### config.mk
export PLATFORM = sky130hd
export DESIGN_NAME = input_debouncer
export DESIGN_NICKNAME = d
export VERILOG_FILES = /design/src/rtl/input_debouncer.sv
export SDC_FILE = /design/constraint.sdc
export NUM_CORES = 1
export LEC_CHECK = 0
export CAP_MARGIN = 5
export CORE_MARGIN = 5
export CORE_UTILIZATION = 56
export DETAILED_ROUTE_END_ITERATION = 12
export PLACE_DENSITY_LB_ADDON = 0.05
export REMOVE_ABC_BUFFERS = 1
export SYNTH_ARGS = -nofsm -noshare
export SYNTH_HDL_FRONTEND = slang
export SYNTH_SLANG_ARGS = --single-unit
### constraint.sdc
create_clock -name clk -period 2.31 [get_ports clk]
set_clock_uncertainty 0.05 [all_clocks]
set_input_delay 0.5775 -clock clk [delete_from_list [all_inputs] [get_ports clk]]
set_output_delay 0.5775 -clock clk [all_outputs]
set_load 0.05 [all_outputs]
### src/rtl/input_debouncer.sv
// Pushbutton and slide-switch front end: 2-flop synchronizers, per-bit
// N-cycle debounce, and per-key press counters packed into the core's PIO words.
module input_debouncer #(
    parameter int unsigned DEBOUNCE_CYCLES = 1000000
) (
    input  logic        clk,
    input  logic        rst_n,
    input  logic [3:0]  key_n,
    input  logic [17:0] sw,
    output logic [31:0] keysport_export,
    output logic [31:0] swport_export,
    output logic [3:0]  key_press_pulse
);

    localparam int NUM_KEYS = 4;
    localparam int NUM_SW   = 18;
    localparam int NUM_BITS = NUM_KEYS + NUM_SW;
    localparam int CNT_W    = $clog2(DEBOUNCE_CYCLES);
    localparam logic [CNT_W-1:0] CNT_LAST = CNT_W'(DEBOUNCE_CYCLES - 1);

    logic [NUM_KEYS-1:0] key_meta;
    logic [NUM_KEYS-1:0] key_sync;
    logic [NUM_SW-1:0]   sw_meta;
    logic [NUM_SW-1:0]   sw_sync;

    // Keys reset to the released (high) raw level so reset never looks like a press.
    always_ff @(posedge clk or negedge rst_n) begin
        if (!rst_n) begin
            key_meta <= '1;
            key_sync <= '1;
            sw_meta  <= '0;
            sw_sync  <= '0;
        end else begin
            // NOTE: non-blocking, so each flop captures its predecessor's old value
            // and the chain really is two stages deep.
            key_meta <= key_n;
            key_sync <= key_meta;
            sw_meta  <= sw;
            sw_sync  <= sw_meta;
        end
    end

    // Bits [3:0] are keys (1 = pressed), bits [21:4] are switches.
    logic [NUM_BITS-1:0] level;
    assign level = {sw_sync, ~key_sync};

    logic [NUM_BITS-1:0] stable;
    logic [NUM_BITS-1:0] differ;
    logic [NUM_BITS-1:0] settled;
    logic [CNT_W-1:0]    cnt [NUM_BITS];

    always_comb begin
        // NOTE: every output of this block gets a default first, so no path
        // leaves a bit unassigned and no latch is inferred.
        differ  = level ^ stable;
        settled = '0;
        for (int i = 0; i < NUM_BITS; i++) begin
            settled[i] = differ[i] && (cnt[i] == CNT_LAST);
        end
    end

    always_ff @(posedge clk or negedge rst_n) begin
        if (!rst_n) begin
            stable <= '0;
            // NOTE: the counter array is reset too; a surviving count would let a
            // half-debounced transition complete early after reset.
            for (int i = 0; i < NUM_BITS; i++) begin
                cnt[i] <= '0;
            end
        end else begin
            stable <= stable ^ settled;
            for (int i = 0; i < NUM_BITS; i++) begin
                if (!differ[i] || settled[i]) begin
                    cnt[i] <= '0;
                end else begin
                    cnt[i] <= cnt[i] + CNT_W'(1);
                end
            end
        end
    end

    // A press is a key settling to the pressed level; releases are ignored.
    logic [NUM_KEYS-1:0] press;
    assign press = settled[NUM_KEYS-1:0] & level[NUM_KEYS-1:0];

    logic [3:0] press_cnt [NUM_KEYS];

    always_ff @(posedge clk or negedge rst_n) begin
        if (!rst_n) begin
            key_press_pulse <= '0;
            for (int k = 0; k < NUM_KEYS; k++) begin
                press_cnt[k] <= '0;
            end
        end else begin
            key_press_pulse <= press;
            for (int k = 0; k < NUM_KEYS; k++) begin
                press_cnt[k] <= press_cnt[k] + 4'(press[k]);
            end
        end
    end

    assign keysport_export = {8'h00, press_cnt[3], press_cnt[2], press_cnt[1],
                              press_cnt[0], 4'h0, stable[NUM_KEYS-1:0]};
    assign swport_export   = {14'h0000, stable[NUM_BITS-1:NUM_KEYS]};

endmodule

* Word-level counts from Yosys, hierarchy flattened
Cells that the tools add are included.
** Storage, ports and cells
- Bits in registers :: 526
- Input bits :: 24
- Output and inout bits :: 68
- Word-level logic and storage cells :: 172
** Cells by class
- $add $sub $neg :: 26
- Eq/ne operators :: 22
- Mux-type cells :: 22
- Bitwise operators :: 4
- Reduce and logical (&&, ||, !) cells :: 66
** Operators with widths (number)
- $add A20 B1 Y20 const B :: 22
- $eq A20 B20 Y1 const B :: 22
- $mux W20 :: 22
- $xor A22 B22 Y22 :: 2
- $logic_and A1 B1 Y1 :: 22
- $logic_not A1 Y1 :: 22
- $logic_or A1 B1 Y1 :: 22
- $add A4 B1 Y4 :: 4
- $and A4 B4 Y4 :: 1
- $not A4 Y4 :: 1

* Longest topological paths before layout
Gate-level depths: netlist of the first run.
- Depth in word-level cells :: 5
- Depth in mapped cells :: 9
- Depth with buffers taken out :: 8

* Worst setup path after synthesis of the first run
No wires, ideal clock.
- Kind :: register to register
- Start :: register cnt[360] in the netlist's numbering
- End :: register press_cnt (netlist bit keysport_export[23])
- Setup time :: 0.140 ns
- Arrival :: 2.056 ns
- Data required time :: 2.120 ns
- Slack :: 0.064 ns
- Cell stages (with the launch flop) :: 8
- Buffers on the path :: 0
- Period minus slack after synthesis :: 2.246 ns
- Path through :: dfrtp_1 > ha_1 > nand3_1 > or4_1 > nor3_1 > ha_1 > nand3_1 > xnor2_1
** Between the ends
- Cells in the longest elaborated chain, start to end :: 4
** RTL lines
- start, declared :: line 50 : logic [CNT_W-1:0] cnt [NUM_BITS];
- start signal, assigned by index :: line 76 : cnt[i] <= cnt[i] + CNT_W'(1);
- $eq A20 B20 Y1 :: line 58 : settled[i] = differ[i] && (cnt[i] == CNT_LAST);
- $logic_and A1 B1 Y1 :: line 58
- $and A4 B4 Y4 :: line 84 : assign press = settled[NUM_KEYS-1:0] & level[NUM_KEYS-1:0];
- named net press[3] :: line 83 : logic [NUM_KEYS-1:0] press;
- $add A4 B1 Y4 :: line 97 : press_cnt[k] <= press_cnt[k] + 4'(press[k]);
- end signal, assigned by index :: line 97
- end, declared :: line 86 : logic [3:0] press_cnt [NUM_KEYS];
The timed path passes the listed nets, and every way through them passes these cells.

* Worst setup path after layout of the first run
- Start :: register stable[3]
- End :: output keysport_export[3]
** RTL lines
- start, declared :: line 47 : logic [NUM_BITS-1:0] stable;
- start signal, assigned :: line 71 : stable <= stable ^ settled;
- end, declared :: line 10 : output logic [31:0] keysport_export,
No word-level cell between the ends.

==> metrics.cfg, run 1 <==
[outcome]
status=completed

[yosys]
avgSynthCellArea_sq_um=10.2
ys.flop_type=dfrtp_1
yosysSeqAreaShare_pct=52.6
yosys_warnings=0
synth.most_common_cell=dfrtp_1
synth_edf_count=0
yosys-top-cells-count=dfrtp_1, nor2_1, xor2_1, nand3_1, xnor2_1
yosysTopAreaCell=dfrtp_1
syn_area_sq_um=25000
async_flop_share_pct=100
synth.area.top_cells=dfrtp_1, xor2_1, xnor2_1
syn_inst=2455
synth_cell_type_count=54
yosysTopAreaCellShare_pct=51.8
ys_ff_latch=526

[critical_path]
crit_type=reg2out
path_cells=dlygate4sd2_1
path_max_fanout=4
cp-start-kind=flip-flop
crit_path_top_delay_cell=dlygate4sd2_1
cp.arrival_ps=1610
reg2reg_slack_ps=100
end_kind=output pin
critical-path-top-delay-family=buffers and inverters
critPathBufInv=1
worstPathRequired_ps=1680
cpPeakStageDelay_ps=560

[power_and_ir_drop]
p_leak_nw=12.2
p_per_area_nw_per_um2=680
ir_worst_vdd_mv=0.704

[global_route]
grt_overflow=0
grt_pass1_wl_mm=84.4
grt_usage_pct=19.3
grt_pass1_vias=18249
antenna_found_initial=0
grt_max_degree=61

[floorplanning]
start_util_pct=56.6
io_pins=92
core_sq_um=44200
dieArea_sq_um=49000
die_h_microns=221
die_w_microns=221
num_rows=77

[placement]
place_congestion=0.844
portBuffers=65
hpwl_mm=31.9

[layout]
nFillCells=3551
layout-drive-gt1-share_pct=10.5
fin_util_pct=65.2
diodes=0
seqCellArea_sq_um=13200
syn2layout_area_growth_pct=15.2
nNetsFinal=2658
multi_input_area_sq_um=11300

[clock_network]
clkLatencyLatePin_ps=600
htreeDepth=2
clkTransAtPathRegs_ps=60
cts_tree=built
cts_buffers=57
cts.sinks=526
clockBufferDepth=3
root_buffer=clkbuf_16

[route]
totalWireLength_mm=47.5
drt_first_iter_violations=1116
vias_per_cell=5.65
drc=0
route.vias.total=18318
antenna_left=0
drtPass1Iterations=4
wl_per_cell_microns=14.7

[sta]
drv_slew=0
relSlewSlack_pct=57.9
rsz0062_at_grt=true
worst_pin_slew_ps=626
period_share_pct=97.0
setup_viol=0
fin_crit_ps=2240
hold_viol=0
setup_tns_ps=0
max_freq_ghz=0.446

[hold_path]
min_path_type=reg2reg

[run]
cap_violations=0

## what timing repair did
| action | in CTS | in global routing |
|---|---|---|
| gates resized for setup | 42 | 21 |
| setup endpoints to repair | 43 | 30 |
| pin swaps | 0 | 4 |
| buffers inserted | 0 | 6 |
| hold buffers | 1 | 0 |
| hold endpoints to repair | 21 | 0 |
## stage by stage
stage	worst slack, ps	total power, mW	instances	hold WS (ps)	cell area, sq um
2_1_floorplan	-860	9.96	2389	232	24600
3_3_place_gp	87.5	10.4	3130	281	26800
3_5_place_dp	16.0	10.4	3130	285	26800
4_1_cts	26.5	20.0	3237	281	28700
5_1_grt	-12.6	20.5	3243	289	28800
6_report	68.8	19.6	3243	296	28800
## area by class of cell
cell class | count | area share [%]
clock buffers | 85 | 5.91
multi-input cells | 1793 | 39.1
inverters | 70 | 0.911
well taps | 592 | 2.57
repair buffers | 156 | 4.87
clock inverters | 21 | 0.928
flip-flops and latches | 526 | 45.7
## cells in the final DEF, fill, tap and decap left out, drive strengths merged, types with 6 or more instances in the layout
| cell | instances |
|---|---|
| a21oi | 119 |
| and2 | 18 |
| and3 | 46 |
| and4 | 52 |
| buf | 92 |
| bufinv | 6 |
| clkbuf | 85 |
| clkdlybuf4s50 | 22 |
| clkinv | 11 |
| conb | 26 |
| dfrtp | 518 |
| dfstp | 8 |
| dlygate4sd2 | 40 |
| ha | 30 |
| inv | 72 |
| mux2 | 18 |
| nand2 | 124 |
| nand3 | 151 |
| nand4 | 108 |
| nor2 | 344 |
| nor3 | 53 |
| nor4 | 46 |
| nor4b | 7 |
| o21ai | 73 |
| o31ai | 51 |
| o41ai | 8 |
| or2 | 15 |
| or3 | 64 |
| or4 | 71 |
| or4b | 14 |
| or4bb | 12 |
| xnor2 | 149 |
| xor2 | 158 |
## logic make-up after synthesis
logic type	after synthesis	synth area share, %
AO/OA/AOI/OAI	261	6.33
other	1	0.0150
adder cells (fa/ha/maj)	30	1.50
XOR/XNOR	307	10.7
flip-flops	526	52.6
AND/OR/NAND/NOR	1147	24.7
buffers and inverters	161	3.12
multiplexers	22	0.970
## where the power goes
group          internal [mW]  switching (mW)  leakage (nW)
clock                   5.75            3.66         0.973
sequential              9.35           0.120          7.18
combinational          0.231           0.509          4.03
## worst paths after layout
kind | end | depth (start not counted) | start
worst max-delay path | keysport_export[3] | 1 | stable[3]$_DFF_PN0_
worst min register to register | sw_sync[15]$_DFF_PN0_ | 0 | sw_meta[15]$_DFF_PN0_
worst min-delay path | sw_sync[15]$_DFF_PN0_ | 0 | sw_meta[15]$_DFF_PN0_
worst max register to register | keysport_export[14]$_DFF_PN0_ | 7 | cnt[417]$_DFF_PN0_
min in group asynchronous | cnt[156]$_DFF_PN0_ | 2 | rst_n
max in group asynchronous | cnt[41]$_DFF_PN0_ | 3 | rst_n
## registers in the layout (all words and copies together) (netlist names), named ones only
| register | count |
|---|---|
| key_meta | 4 |
| sw_sync | 18 |
| key_press_pulse | 4 |
| keysport_export | 16 |
| stable | 4 |
| key_sync | 4 |
| sw_meta | 18 |
| cnt | 440 |
## layer usage
layer / vias up / part of all wire (%) / track usage [%]
met4: 0 / 2.0 / 5.45
met5: - / 0 / 0
met2: 221 / 48 / 32.5
met3: 79 / 3.2 / 2.88
li1: 8994 / - / -
met1: 9024 / 47 / 26.4
No activity file was read; power rests on OpenSTA's default activity.
==> inputs of run 2 (changes only) <==
--- a/config.mk
+++ b/config.mk
@@ -8,6 +8,7 @@
 export CAP_MARGIN = 5
 export CORE_MARGIN = 5
 export CORE_UTILIZATION = 56
+export CTS_CLUSTER_SIZE = 30
 export DETAILED_ROUTE_END_ITERATION = 12
 export PLACE_DENSITY_LB_ADDON = 0.05
 export REMOVE_ABC_BUFFERS = 1
==> results of run 2 <==
The final DEF is identical to that of run 1; final timing and power are the same.
==> inputs of run 3 (changes only) <==
--- a/config.mk
+++ b/config.mk
@@ -12,6 +12,7 @@
 export DETAILED_ROUTE_END_ITERATION = 12
 export PLACE_DENSITY_LB_ADDON = 0.05
 export REMOVE_ABC_BUFFERS = 1
+export SLEW_MARGIN = 25
 export SYNTH_ARGS = -nofsm -noshare
 export SYNTH_HDL_FRONTEND = slang
 export SYNTH_SLANG_ARGS = --single-unit
==> results of run 3 <==
The final DEF is identical to that of run 1; final timing and power are the same.
